[config.mk]
export PLATFORM = sky130hd
export DESIGN_NAME = reg_bank_writer
export DESIGN_NICKNAME = d
export VERILOG_FILES = /design/src/rtl/reg_bank_writer.sv
export SDC_FILE = /design/constraint.sdc
export NUM_CORES = 1
export LEC_CHECK = 0
export ABC_AREA = 1
export BUFFER_PORTS_ARGS = -buffer_cell sky130_fd_sc_hd__clkbuf_2
export CORE_ASPECT_RATIO = 0.7
export CORE_MARGIN = 5
export CORE_UTILIZATION = 39
export CTS_CLUSTER_DIAMETER = 150
export DETAILED_ROUTE_END_ITERATION = 7
export GPL_ROUTABILITY_DRIVEN = 0
export HOLD_SLACK_MARGIN = 0.1
export SLEW_MARGIN = 0
export SYNTH_ARGS = -nofsm -noshare
export SYNTH_HDL_FRONTEND = slang
export SYNTH_SLANG_ARGS = --single-unit
[constraint.sdc]
create_clock -name clk -period 18.8 [get_ports clk]
set_input_delay 2.82 -clock clk [delete_from_list [all_inputs] [get_ports clk]]
set_output_delay 2.82 -clock clk [all_outputs]
set_load 0.005 [all_outputs]
[src/rtl/reg_bank_writer.sv]
// Sixteen-entry register bank with a single write port and a 16-cycle
// sequential clear. Every register drives its own output directly.
module reg_bank_writer #(
  parameter int unsigned WIDTH    = 32,
  parameter bit          ZERO_REG = 1'b0
) (
  input  logic             clk,
  input  logic             rst,
  input  logic             wr_valid,
  output logic             wr_ready,
  input  logic [3:0]       wr_addr,
  input  logic [WIDTH-1:0] wr_data,
  input  logic             clr_start,
  output logic             busy,
  output logic [WIDTH-1:0] out0,
  output logic [WIDTH-1:0] out1,
  output logic [WIDTH-1:0] out2,
  output logic [WIDTH-1:0] out3,
  output logic [WIDTH-1:0] out4,
  output logic [WIDTH-1:0] out5,
  output logic [WIDTH-1:0] out6,
  output logic [WIDTH-1:0] out7,
  output logic [WIDTH-1:0] out8,
  output logic [WIDTH-1:0] out9,
  output logic [WIDTH-1:0] out10,
  output logic [WIDTH-1:0] out11,
  output logic [WIDTH-1:0] out12,
  output logic [WIDTH-1:0] out13,
  output logic [WIDTH-1:0] out14,
  output logic [WIDTH-1:0] out15
);

  localparam int unsigned NREGS = 16;
  localparam int unsigned AW    = 4;

  typedef enum logic {
    IDLE  = 1'b0,
    CLEAR = 1'b1
  } state_t;

  state_t           r_state;
  logic [AW-1:0]    r_cnt;
  logic [WIDTH-1:0] r_regs [NREGS];
  logic             w_wr_blocked;

  // Register 0 is hard-wired to zero when ZERO_REG is set; the write is still handshaked.
  assign w_wr_blocked = ZERO_REG && (wr_addr == AW'(0));

  always_ff @(posedge clk or posedge rst) begin
    if (rst) begin
      r_state <= IDLE;
      r_cnt   <= AW'(0);
      for (int i = 0; i < NREGS; i++) begin
        r_regs[i] <= WIDTH'(0);
      end
    end else begin
      case (r_state)
        IDLE: begin
          if (wr_valid && !w_wr_blocked) begin
            r_regs[wr_addr] <= wr_data;
          end
          if (clr_start) begin
            r_state <= CLEAR;
            r_cnt   <= AW'(0);
          end
        end
        CLEAR: begin
          // clr_start is deliberately ignored here: no restart, no extension.
          r_regs[r_cnt] <= WIDTH'(0);
          r_cnt         <= r_cnt + AW'(1);
          if (r_cnt == AW'(NREGS - 1)) begin
            r_state <= IDLE;
          end
        end
        default: begin
          r_state <= IDLE;
        end
      endcase
    end
  end

  assign wr_ready = (r_state == IDLE) && !rst;
  assign busy     = (r_state == CLEAR);

  assign out0  = r_regs[0];
  assign out1  = r_regs[1];
  assign out2  = r_regs[2];
  assign out3  = r_regs[3];
  assign out4  = r_regs[4];
  assign out5  = r_regs[5];
  assign out6  = r_regs[6];
  assign out7  = r_regs[7];
  assign out8  = r_regs[8];
  assign out9  = r_regs[9];
  assign out10 = r_regs[10];
  assign out11 = r_regs[11];
  assign out12 = r_regs[12];
  assign out13 = r_regs[13];
  assign out14 = r_regs[14];
  assign out15 = r_regs[15];

endmodule

== After elaboration in Yosys (flattened, before gate mapping) ==
Index checks and enable logic that the tools add are counted.
Storage, ports and cells
  logic and storage cells: 47
  RAM bits: 0
  latch bits: 0
  memories kept: 0
  ROM bits: 0
  register bits after elaboration: 517
  bits of input ports: 40
Operators by class
  div/mod/pow operators: 0
  bitwise gates (word level): 5
  magnitude comparators: 4
  shifts and indexed selects: 0
  $mul: 0
  multiplexer cells: 12
  $add $sub $neg: 1
  equality and inequality tests: 3
  reduce and logical (&&, ||, !) cells: 4
Operator list (number)
  $pmux 512 s2: 1
  $and 512x512->512: 1
  $bwmux 512: 1
  $mux 512: 1
  $not 512->512: 1
  $demux 32 s4: 2
  $mux 32: 2
  $ge 5x5->1 const B: 2
  $lt 5x1->1 const B: 2
  $not 4->5: 2
  $pmux 4 s2: 1
  $add 4x1->4 const B: 1
  $eq 4x4->1 const B: 1
  $mux 4: 1
  $ne 2x2->1 const B: 2
  $logic_and 1x1->1: 3
  $mux 1: 2
  $pmux 1 s2: 1
  $logic_not 1->1: 1
  $not 1->1: 1

== Depth between registers and ports, before layout ==
Gate-level depths: netlist of run 1.
  word-level depth: 8
  depth in mapped cells: 8

== Least setup slack after synthesis of run 1 ==
Ideal clock, no wire load.
  path kind: input to output
  start: input port rst
  end: output port wr_ready
  required time: 15980 ps
  stages on the path: 1
  setup slack: 13065 ps
  path buffers: 0
  arrival: 2915 ps
  path through: nor2_1
Between the ends
  word-level cells in the longest chain between the ends: 2
Ends and longest elaborated chain
  from (decl): line 8  | input logic rst,
  $logic_not 1->1: line 82  | assign wr_ready = (r_state == IDLE) && !rst;
  $logic_and 1x1->1: line 82
  to (decl): line 10  | output logic wr_ready,
No other way between the ends.

== Worst setup path after layout of run 1 ==
Same ends and word-level chain as after synthesis.

==> flow_summary.ini, run 1 <==
[floorplan]
die-area_sq_um = 60300
fp.coreArea_sq_um = 55000
initial_core_util = 0.393
ios = 554
num_rows = 72
fp.dieH_microns = 207
die_w_microns = 291

[timing]
hold_violations = 0
max_clock_freq_ghz = 0.167
finClkSkew_ns = 0.0162
finalCriticalPeriod_ns = 5.98
rsz0062_at_grt = false
fin_crit_sh = 0.318
slew_headroom = 0.174
tightestPinTransition_ns = 1.24
drv_slew = 0
tns_ns = 0
setup_viol = 0

[clocking]
clkTransAtPathRegs_ns = 0.06
clkLatencyLatePin_ns = 0.58
cts_setup_buffers = 0
hold_buffers = 0
cts_tree = done
cts_sinks = 517
clockBufferDepth = 3
cts_max_level = 2
cts_root_buffer = clkbuf_16
ctsResizeCount = 0
numCtsBuffers = 52

[worst_setup_path]
cp-start-kind = input pin
cp-end-kind = primary output
worstPathRequired_ns = 15.98
cp.arrival_ns = 3.16
worstSetupPathType = in2out
crit_fanout = 2

[route]
drtIter0Drc = 2291
routed-via-count = 20453
wl_microns = 90900
wl_per_cell_microns = 25.4
routed_via_density = 5.71
ant_nets = 0
route.detailed.drc = 0
dr.pass1.iters = 7

[grt]
grt_pass1_vias = 19415
grt_pass1_wl_microns = 133000
grt_start_max_net_pins = 185
antenna_found_initial = 5
gr-total-overflow = 0
track_usage = 0.288

[place]
post_dp_cell_area_sq_um = 24500
dp_cells = 3482
io_buffers = 553
hpwl_microns = 57700

[layout]
area_growth_pct = 21.6
design_area_sq_um = 26300
nets = 2841
drive_above_1_share = 0.246
final_cells = 3579

[worst_hold_path]
hp-class = reg2reg

[logic_synthesis]
synthDistinctLibCells = 16
synth_seq_cells = 517
avgSynthCellArea_sq_um = 8.93
synthCells = 2422
ys_seq_area_frac = 0.598
synthesis.nets = 2467
yosysWarnings = 0
synth_area_sq_um = 21600

[flow_run]
maxCapViolations = 0

[power]
p_total_uw = 3230
leakage_uw = 0.0153
ir_drop_uv = 66.2
power.density_nw_per_um2 = 123

[run_status]
status = finished, final reports clean
==> report_power, final <==
part	switching (uW)	internal (uW)
registers	125	1300
clock network	453	648
logic	473	230
total	1050	2180
==> path summary, 6_finish.rpt <==
| check | from | endpoint | slack (ns) | cells after the start |
|---|---|---|---|---|
| setup / recovery | rst | wr_ready | 12.82 | 3 |
| hold / removal | out5[24]$_DFFE_PP0P_ | out5[24]$_DFFE_PP0P_ | 0.50 | 2 |
| setup reg to reg | busy$_DFF_PP0_ | out15[8]$_DFFE_PP0P_ | 15.49 | 6 |
| hold reg to reg | out5[24]$_DFFE_PP0P_ | out5[24]$_DFFE_PP0P_ | 0.50 | 2 |
| max in group asynchronous | rst | out2[13]$_DFFE_PP0P_ | 13.89 | 4 |
| min in group asynchronous | rst | out11[28]$_DFFE_PP0P_ | 2.40 | 2 |
==> stage by stage <==
stage                      util  setup slack [ns]  hold slack, ns
final                     0.478             12.82           0.497
after global placement    0.445             12.80           0.481
after floorplan               -              1.54           0.493
after global routing      0.478             12.75           0.516
after detailed placement  0.445             12.82           0.486
after CTS                 0.478             12.81           0.500
==> sequential cells by signal, summed over array words and instances (netlist names) <==
name	cells
out0	32
out10	32
out11	32
out12	32
out13	32
out14	32
out15	32
out1	32
out2	32
out3	32
out4	32
out5	32
out6	32
out7	32
out8	32
out9	32
r_cnt	4
busy	1
==> cell type report <==
| type | instances | area, sq um |
|---|---|---|
| Fill cell | 5231 | 28700 |
| Sequential cell | 517 | 12900 |
| Multi-Input combinational cell | 1612 | 7470 |
| Timing Repair Buffer | 590 | 3060 |
| Clock buffer | 78 | 1580 |
| Tap cell | 740 | 926 |
| Clock inverter | 16 | 216 |
| Inverter | 23 | 97.6 |
| Antenna cell | 3 | 7.51 |
==> layout by cell type (no fill, tap or decap) <==
cell	count
clkbuf_2	553
nand3_1	1003
inv_6	3
o21ai_0	3
clkbuf_8	16
a22o_1	1
bufinv_16	5
inv_8	1
nor2_1	8
diode_2	3
nand3_2	7
nor2_4	8
ha_1	5
nand2_2	3
a21oi_1	2
dfrtp_1	517
nand2_1	571
clkbuf_1	9
clkbuf_16	53
clkinv_2	9
inv_1	20
buf_12	1
inv_4	1
buf_4	36
nor2_2	1
==> logic make-up (layout without fill, tap and decap cells) <==
| logic type | Yosys count | count (layout) | synth area share |
|---|---|---|---|
| other | 0 | 3 | 0 |
| adder cells (fa/ha/maj) | 5 | 5 | 0.00289 |
| AND/OR/NAND/NOR | 1601 | 1601 | 0.337 |
| flip-flops | 517 | 517 | 0.598 |
| buffers and inverters | 293 | 707 | 0.0604 |
| AO/OA/AOI/OAI | 6 | 6 | 0.00156 |
==> cell usage after synthesis <==
master / instances / area [sq um]
nand3_1: 1010 / 5050
nand2_1: 574 / 2150
dfrtp_1: 517 / 12900
clkbuf_1: 109 / 409
buf_2: 87 / 435
buf_1: 48 / 180
buf_4: 26 / 195
inv_1: 22 / 82.6
nor2_1: 15 / 56.3
ha_1: 5 / 62.6
o21ai_0: 3 / 15.0
a21oi_1: 2 / 10.0
a22o_1: 1 / 8.76
inv_2: 1 / 3.75
nor2_2: 1 / 6.26
nor2_4: 1 / 11.3
==> per-layer routing <==
metal / vias up / track usage / part of all wire
li1: 8859 / - / -
met5: - / 0 / 0.00030
met2: 1201 / 0.448 / 0.46
met1: 10209 / 0.402 / 0.40
met3: 180 / 0.0715 / 0.11
met4: 4 / 0.0930 / 0.033
==> critical path, cell delays in order <==
cell and delay, ns:
clkbuf_2 0.13, nor2_1 0.09, clkbuf_2 0.12
Power figures use the tool's default switching activity.
==> run 2, diff against run 1 <==
==> constraint.sdc (replaced) <==
create_clock -name clk -period 5.3 [get_ports clk]
set_input_delay 0.795 -clock clk [delete_from_list [all_inputs] [get_ports clk]]
set_output_delay 0.795 -clock clk [all_outputs]
set_load 0.005 [all_outputs]
==> run 2 against run 1 <==
Against the previous run:
- combinational power rose to 3.5 times the previous value
- final area down 0.28%
- total power rose to 3.5 times the previous value
- non-clock buffer count up 3
- worst setup slack worse by 10 ns
- clock power rose to 3.3 times the previous value
- global-route usage up 0.16 points
- sequential share of layout area up 0.14 points
- register-to-register slack worse by 13 ns
- sequential cell count unchanged
==> flow_summary.ini, run 2 (same netlist as run 1, synthesis figures left out) <==
[grt]
antenna_found_initial = 5
grt_start_max_net_pins = 132
track_usage = 0.290
grt_pass1_wl_microns = 133000
grt_pass1_vias = 19420
gr-total-overflow = 0

[layout]
area_growth_pct = 21.3
final_common_cell = nand3_1
nets = 2843
final_cells = 3574
fillers = 5305
layout_common_cells = nand3_1, nand2_1, clkbuf_2
drive_above_1_share = 0.243

[worst_setup_path]
crit_chain = clkbuf_2, inv_1, nor2_4, nand3_1, nand3_1, nand2_1
cp.arrival_ns = 3.38
cp-start-kind = input pin
path_common_cell = nand3_1
cp-end-kind = flip-flop
crit_fanout = 40
worstSetupPathType = in2reg
path_buf_inv = 2
cp_top_family = simple AND/OR/NAND/NOR gates
slowest_delay_ns = 1.17
worstPathRequired_ns = 5.75
cp_slowest_cell = nand3_1

[flow_run]
maxCapViolations = 0

[floorplan]
die-area_sq_um = 60300
initial_core_util = 0.393
die_w_microns = 291
ios = 554
num_rows = 72
fp.dieH_microns = 207
fp.coreArea_sq_um = 55000

[timing]
max_clock_freq_ghz = 0.341
drv_slew = 0
tns_ns = 0
fin_crit_sh = 0.553
slew_headroom = 0.160
tightestPinTransition_ns = 1.26
finClkSkew_ns = 0.0243
hold_violations = 0
rsz0062_at_grt = false
finalCriticalPeriod_ns = 2.93
setup_viol = 0

[power]
power.density_nw_per_um2 = 428
ir_drop_uv = 232
leakage_uw = 0.0152

[route]
route.detailed.drc = 0
drtIter0Drc = 2449
wl_microns = 91100
routed-via-count = 20349
wl_per_cell_microns = 25.5
routed_via_density = 5.69
dr.pass1.iters = 6
ant_nets = 0

[clocking]
cts_setup_buffers = 0
clkLatencyLatePin_ns = 0.60
cts_root_buffer = clkbuf_16
cts_sinks = 517
clkTransAtPathRegs_ns = 0.06
cts_tree = done
ctsResizeCount = 0
hold_buffers = 0
cts_max_level = 2
numCtsBuffers = 51
clockBufferDepth = 3

[worst_hold_path]
hp-class = in2async

[run_status]
status = finished, final reports clean

[place]
hpwl_microns = 58600
dp_cells = 3485
io_buffers = 553
run 2: changes by cell type in the layout (fill, tap and decap cells not counted), sizes merged:
cell / previous run / this run
clkbuf: 631 / 628
bufinv: 5 / 3
inv: 25 / 21
clkinv: 9 / 8
clkinvlp: 0 / 2
buf: 37 / 40
run 2: final cells by class:
type	count	area (sq um)	share of cell area
well taps	740	926	0.0353
clock inverters	11	133	0.00506
clock buffers	75	1510	0.0575
inverters	23	93.8	0.00358
diodes	3	7.51	0.000286
repair buffers	593	3140	0.120
flip-flops and latches	517	12900	0.493
multi-input cells	1612	7470	0.285
run 2: metrics by stage:
step | area [sq um] | total power (uW) | util | hold WS, ns | setup slack, ns
global placement | 24600 | 7540 | 0.446 | 0.481 | 1.89
finish | 26200 | 11200 | 0.476 | 0.363 | 2.37
global route | 26200 | 11700 | 0.476 | 0.409 | 2.12
CTS | 26200 | 11300 | 0.476 | 0.341 | 2.45
detailed placement | 24600 | 7610 | 0.446 | 0.485 | 1.82
floorplan | 21600 | 6220 | - | 0.493 | -2.52
run 2: final timing paths:
check,startpoint,to,slack [ns],cells past startpoint
setup / recovery,wr_addr[3],out10[11]$_DFFE_PP0P_,2.37,6
hold / removal,rst,out13[8]$_DFFE_PP0P_,0.36,2
setup reg to reg,busy$_DFF_PP0_,out13[31]$_DFFE_PP0P_,2.56,6
hold reg to reg,out0[29]$_DFFE_PP0P_,out0[29]$_DFFE_PP0P_,0.50,2
max in group asynchronous,rst,out6[9]$_DFFE_PP0P_,3.70,4
min in group clk,out0[29]$_DFFE_PP0P_,out0[29]$_DFFE_PP0P_,0.50,2
run 2: where the power goes:
group	switching (uW)	internal, uW
Combinational	1670	820
Clock	1570	2100
Sequential	454	4610
run 2: metal layers:
layer / share of wire / vias to the layer above / global-route usage / wire, microns
li1: - / 8849 / - / -
met1: 0.40 / 10134 / 0.393 / 36600
met2: 0.44 / 1168 / 0.435 / 40400
met3: 0.11 / 196 / 0.0991 / 10400
met4: 0.040 / 2 / 0.109 / 3680
met5: 0.00014 / - / 0 / 13
==> run 3, diff against run 2 <==
--- a/config.mk
+++ b/config.mk
@@ -5,7 +5,7 @@
 export SDC_FILE = /design/constraint.sdc
 export NUM_CORES = 1
 export LEC_CHECK = 0
-export ABC_AREA = 1
+export ABC_AREA = 0
 export BUFFER_PORTS_ARGS = -buffer_cell sky130_fd_sc_hd__clkbuf_2
 export CORE_ASPECT_RATIO = 0.7
 export CORE_MARGIN = 5
==> constraint.sdc (replaced) <==
create_clock -name clk -period 2.8 [get_ports clk]
set_input_delay 0.42 -clock clk [delete_from_list [all_inputs] [get_ports clk]]
set_output_delay 0.42 -clock clk [all_outputs]
set_load 0.005 [all_outputs]
==> run 3 against run 2 <==
Against the previous run:
- clock power up 93%
- sequential power is 150% higher
- global-route usage down 1.9 points
- final cell count rose by 0.17%
- hold slack lost 0.011 ns
- critical path type is now reg2reg
- largest power group unchanged
- highest routed layer unchanged
==> flow_summary.ini, run 3 <==
[floorplan]
num_rows = 73
die-area_sq_um = 61600
die_w_microns = 294
initial_core_util = 0.391
ios = 554
fp.coreArea_sq_um = 56400
fp.dieH_microns = 209

[logic_synthesis]
synthMostInstantiatedCell = dfrtp_1
synth_top_area_frac = 0.586
synthCells = 2401
synth_edf_count = 0
synth-async-reset-ratio = 1.00
ys_seq_area_frac = 0.586
synthTopCellsByArea = dfrtp_1, nand3_1, nand2_1
yosys.area.top_type = dfrtp_1
yosysWarnings = 0
synth_area_sq_um = 22100
synth_seq_cells = 517
synthesis.nets = 2446
ys.flop_type = dfrtp_1
synthDistinctLibCells = 33
synthTopCellsByCount = dfrtp_1, nand2_1, nand3_1, o21ai_0, buf_2
avgSynthCellArea_sq_um = 9.20

[clocking]
clockBufferDepth = 3
cts_setup_buffers = 0
cts_root_buffer = clkbuf_16
clkLatencyLatePin_ns = 0.58
cts_sinks = 517
cts_tree = done
clkTransAtPathRegs_ns = 0.06
numCtsBuffers = 51
cts_max_level = 2

[place]
io_buffers = 553
dp_cells = 3487
post_dp_cell_area_sq_um = 25000
hpwl_microns = 57100

[route]
routed_via_density = 5.65
wl_per_cell_microns = 24.2
ant_nets = 0
wl_microns = 86600
route.detailed.drc = 0
dr.pass1.iters = 6
drtIter0Drc = 2256
routed-via-count = 20240

[worst_hold_path]
hp-class = in2reg
hold_start = wr_addr[2]
hold_end = out8[18]$_DFFE_PP0P_
hold_depth = 4

[timing]
tightestPinTransition_ns = 1.14
setup_viol = 0
hold_violations = 0
rsz0062_at_grt = false
drv_slew = 0
tns_ns = 0
finalCriticalPeriod_ns = 2.28
fin_crit_sh = 0.813
fin_hold_ws_ns = 0.351
slew_headroom = 0.238
max_clock_freq_ghz = 0.440
finClkSkew_ns = 0.0183

[layout]
layout_common_cells = clkbuf_2, dfrtp_1, nand2_1, nand3_1, o21ai_0
final_common_cell = clkbuf_2
drive_above_1_share = 0.254
nets = 2837
area_growth_pct = 20.9
final_cells = 3580
design_area_sq_um = 26700
fillers = 5352

[worst_setup_path]
ff2ff_path_depth = 4
cp.arrival_ns = 2.71
worstSetupPathType = reg2reg
regToRegEndpoint = out15[14]$_DFFE_PP0P_
r2r_slack_ns = 0.52
cp-start-kind = flip-flop
r2r-start = busy$_DFF_PP0_
cp-end-kind = flip-flop
crit_fanout = 32
worstPathRequired_ns = 3.23

[power]
power.density_nw_per_um2 = 1050
leakage_uw = 0.0127
ir_drop_uv = 502
p_total_uw = 28000

[grt]
grt_start_max_net_pins = 96
grt_pass1_vias = 19861
antenna_found_initial = 8
gr-total-overflow = 0
grt_pass1_wl_microns = 129000
track_usage = 0.271

[run_status]
status = finished, final reports clean

[flow_run]
maxCapViolations = 0
## run 3: changes by cell type after synthesis, moves of 43 or more
cell,before,now
o21ai_1,0,131
nand3_1,1010,513
clkbuf_1,109,64
nand2_1,574,513
buf_1,48,5
o21ai_0,3,381
buf_2,87,148
## run 3: final cells by class
class | instances | area, sq um | share of cell area
timing repair buffer | 623 | 3500 | 0.131
sequential | 517 | 12900 | 0.485
clock buffer | 76 | 1530 | 0.0574
multi-input combinational | 1595 | 7590 | 0.284
clock inverter | 12 | 168 | 0.00628
antenna | 3 | 7.51 | 0.000281
tap | 750 | 938 | 0.0352
inverter | 4 | 18.8 | 0.000703
## run 3: cell families (layout without fill, tap and decap cells)
group,Yosys count,after routing,synth area share
buf+inv,289,715,0.0726
fa+ha+maj,5,5,0.00283
simple gates,1070,1070,0.220
xor+xnor,2,2,0.000793
flops,517,517,0.586
compound gates,518,518,0.118
other cells,0,3,0
## run 3: worst max path at each step
stage	slack, ns	endpoint	startpoint	depth (start not counted)
after CTS	0.56	out15[14]$_DFFE_PP0P_	busy$_DFF_PP0_	4
after floorplan	-4.64	busy$_DFF_PP0_	rst	1
after global routing	0.35	out15[29]$_DFFE_PP0P_	busy$_DFF_PP0_	4
final	0.52	out15[14]$_DFFE_PP0P_	busy$_DFF_PP0_	4
after global placement	0.70	out14[0]$_DFFE_PP0P_	wr_addr[0]	6
after detailed placement	0.58	out15[1]$_DFFE_PP0P_	busy$_DFF_PP0_	4
## run 3: layer usage
metal | routed length (microns) | track usage | vias up
met5 | 31 | 0 | -
li1 | - | - | 8872
met1 | 36200 | 0.387 | 10146
met2 | 39700 | 0.417 | 1055
met4 | 2800 | 0.0889 | 6
met3 | 7790 | 0.0549 | 161
## run 3: through the flow
step | util | setup WS (ns)
after global placement | 0.442 | 0.704
final | 0.473 | 0.525
after CTS | 0.473 | 0.563
after floorplan | - | -4.64
after global routing | 0.473 | 0.354
after detailed placement | 0.442 | 0.584
## run 3: what timing repair did
action | CTS | global route
gates resized for setup | 0 | 0
endpoints found under the setup margin | 0 | 0
hold buffers | 2 | 0
hold endpoints to repair | 7 | 0
## run 3: power by group
part / switching [uW] / total, uW / internal (uW)
Sequential: 2080 / 12600 / 10500
Clock: 2960 / 7090 / 4130
Combinational: 4990 / 8300 / 3320
## run 3: critical path, cell delays in order (launching register included)
cell and delay, ns:
dfrtp_1 0.45, buf_4 0.33, nand4_2 0.88, nand2_1 0.36, o21ai_1 0.08
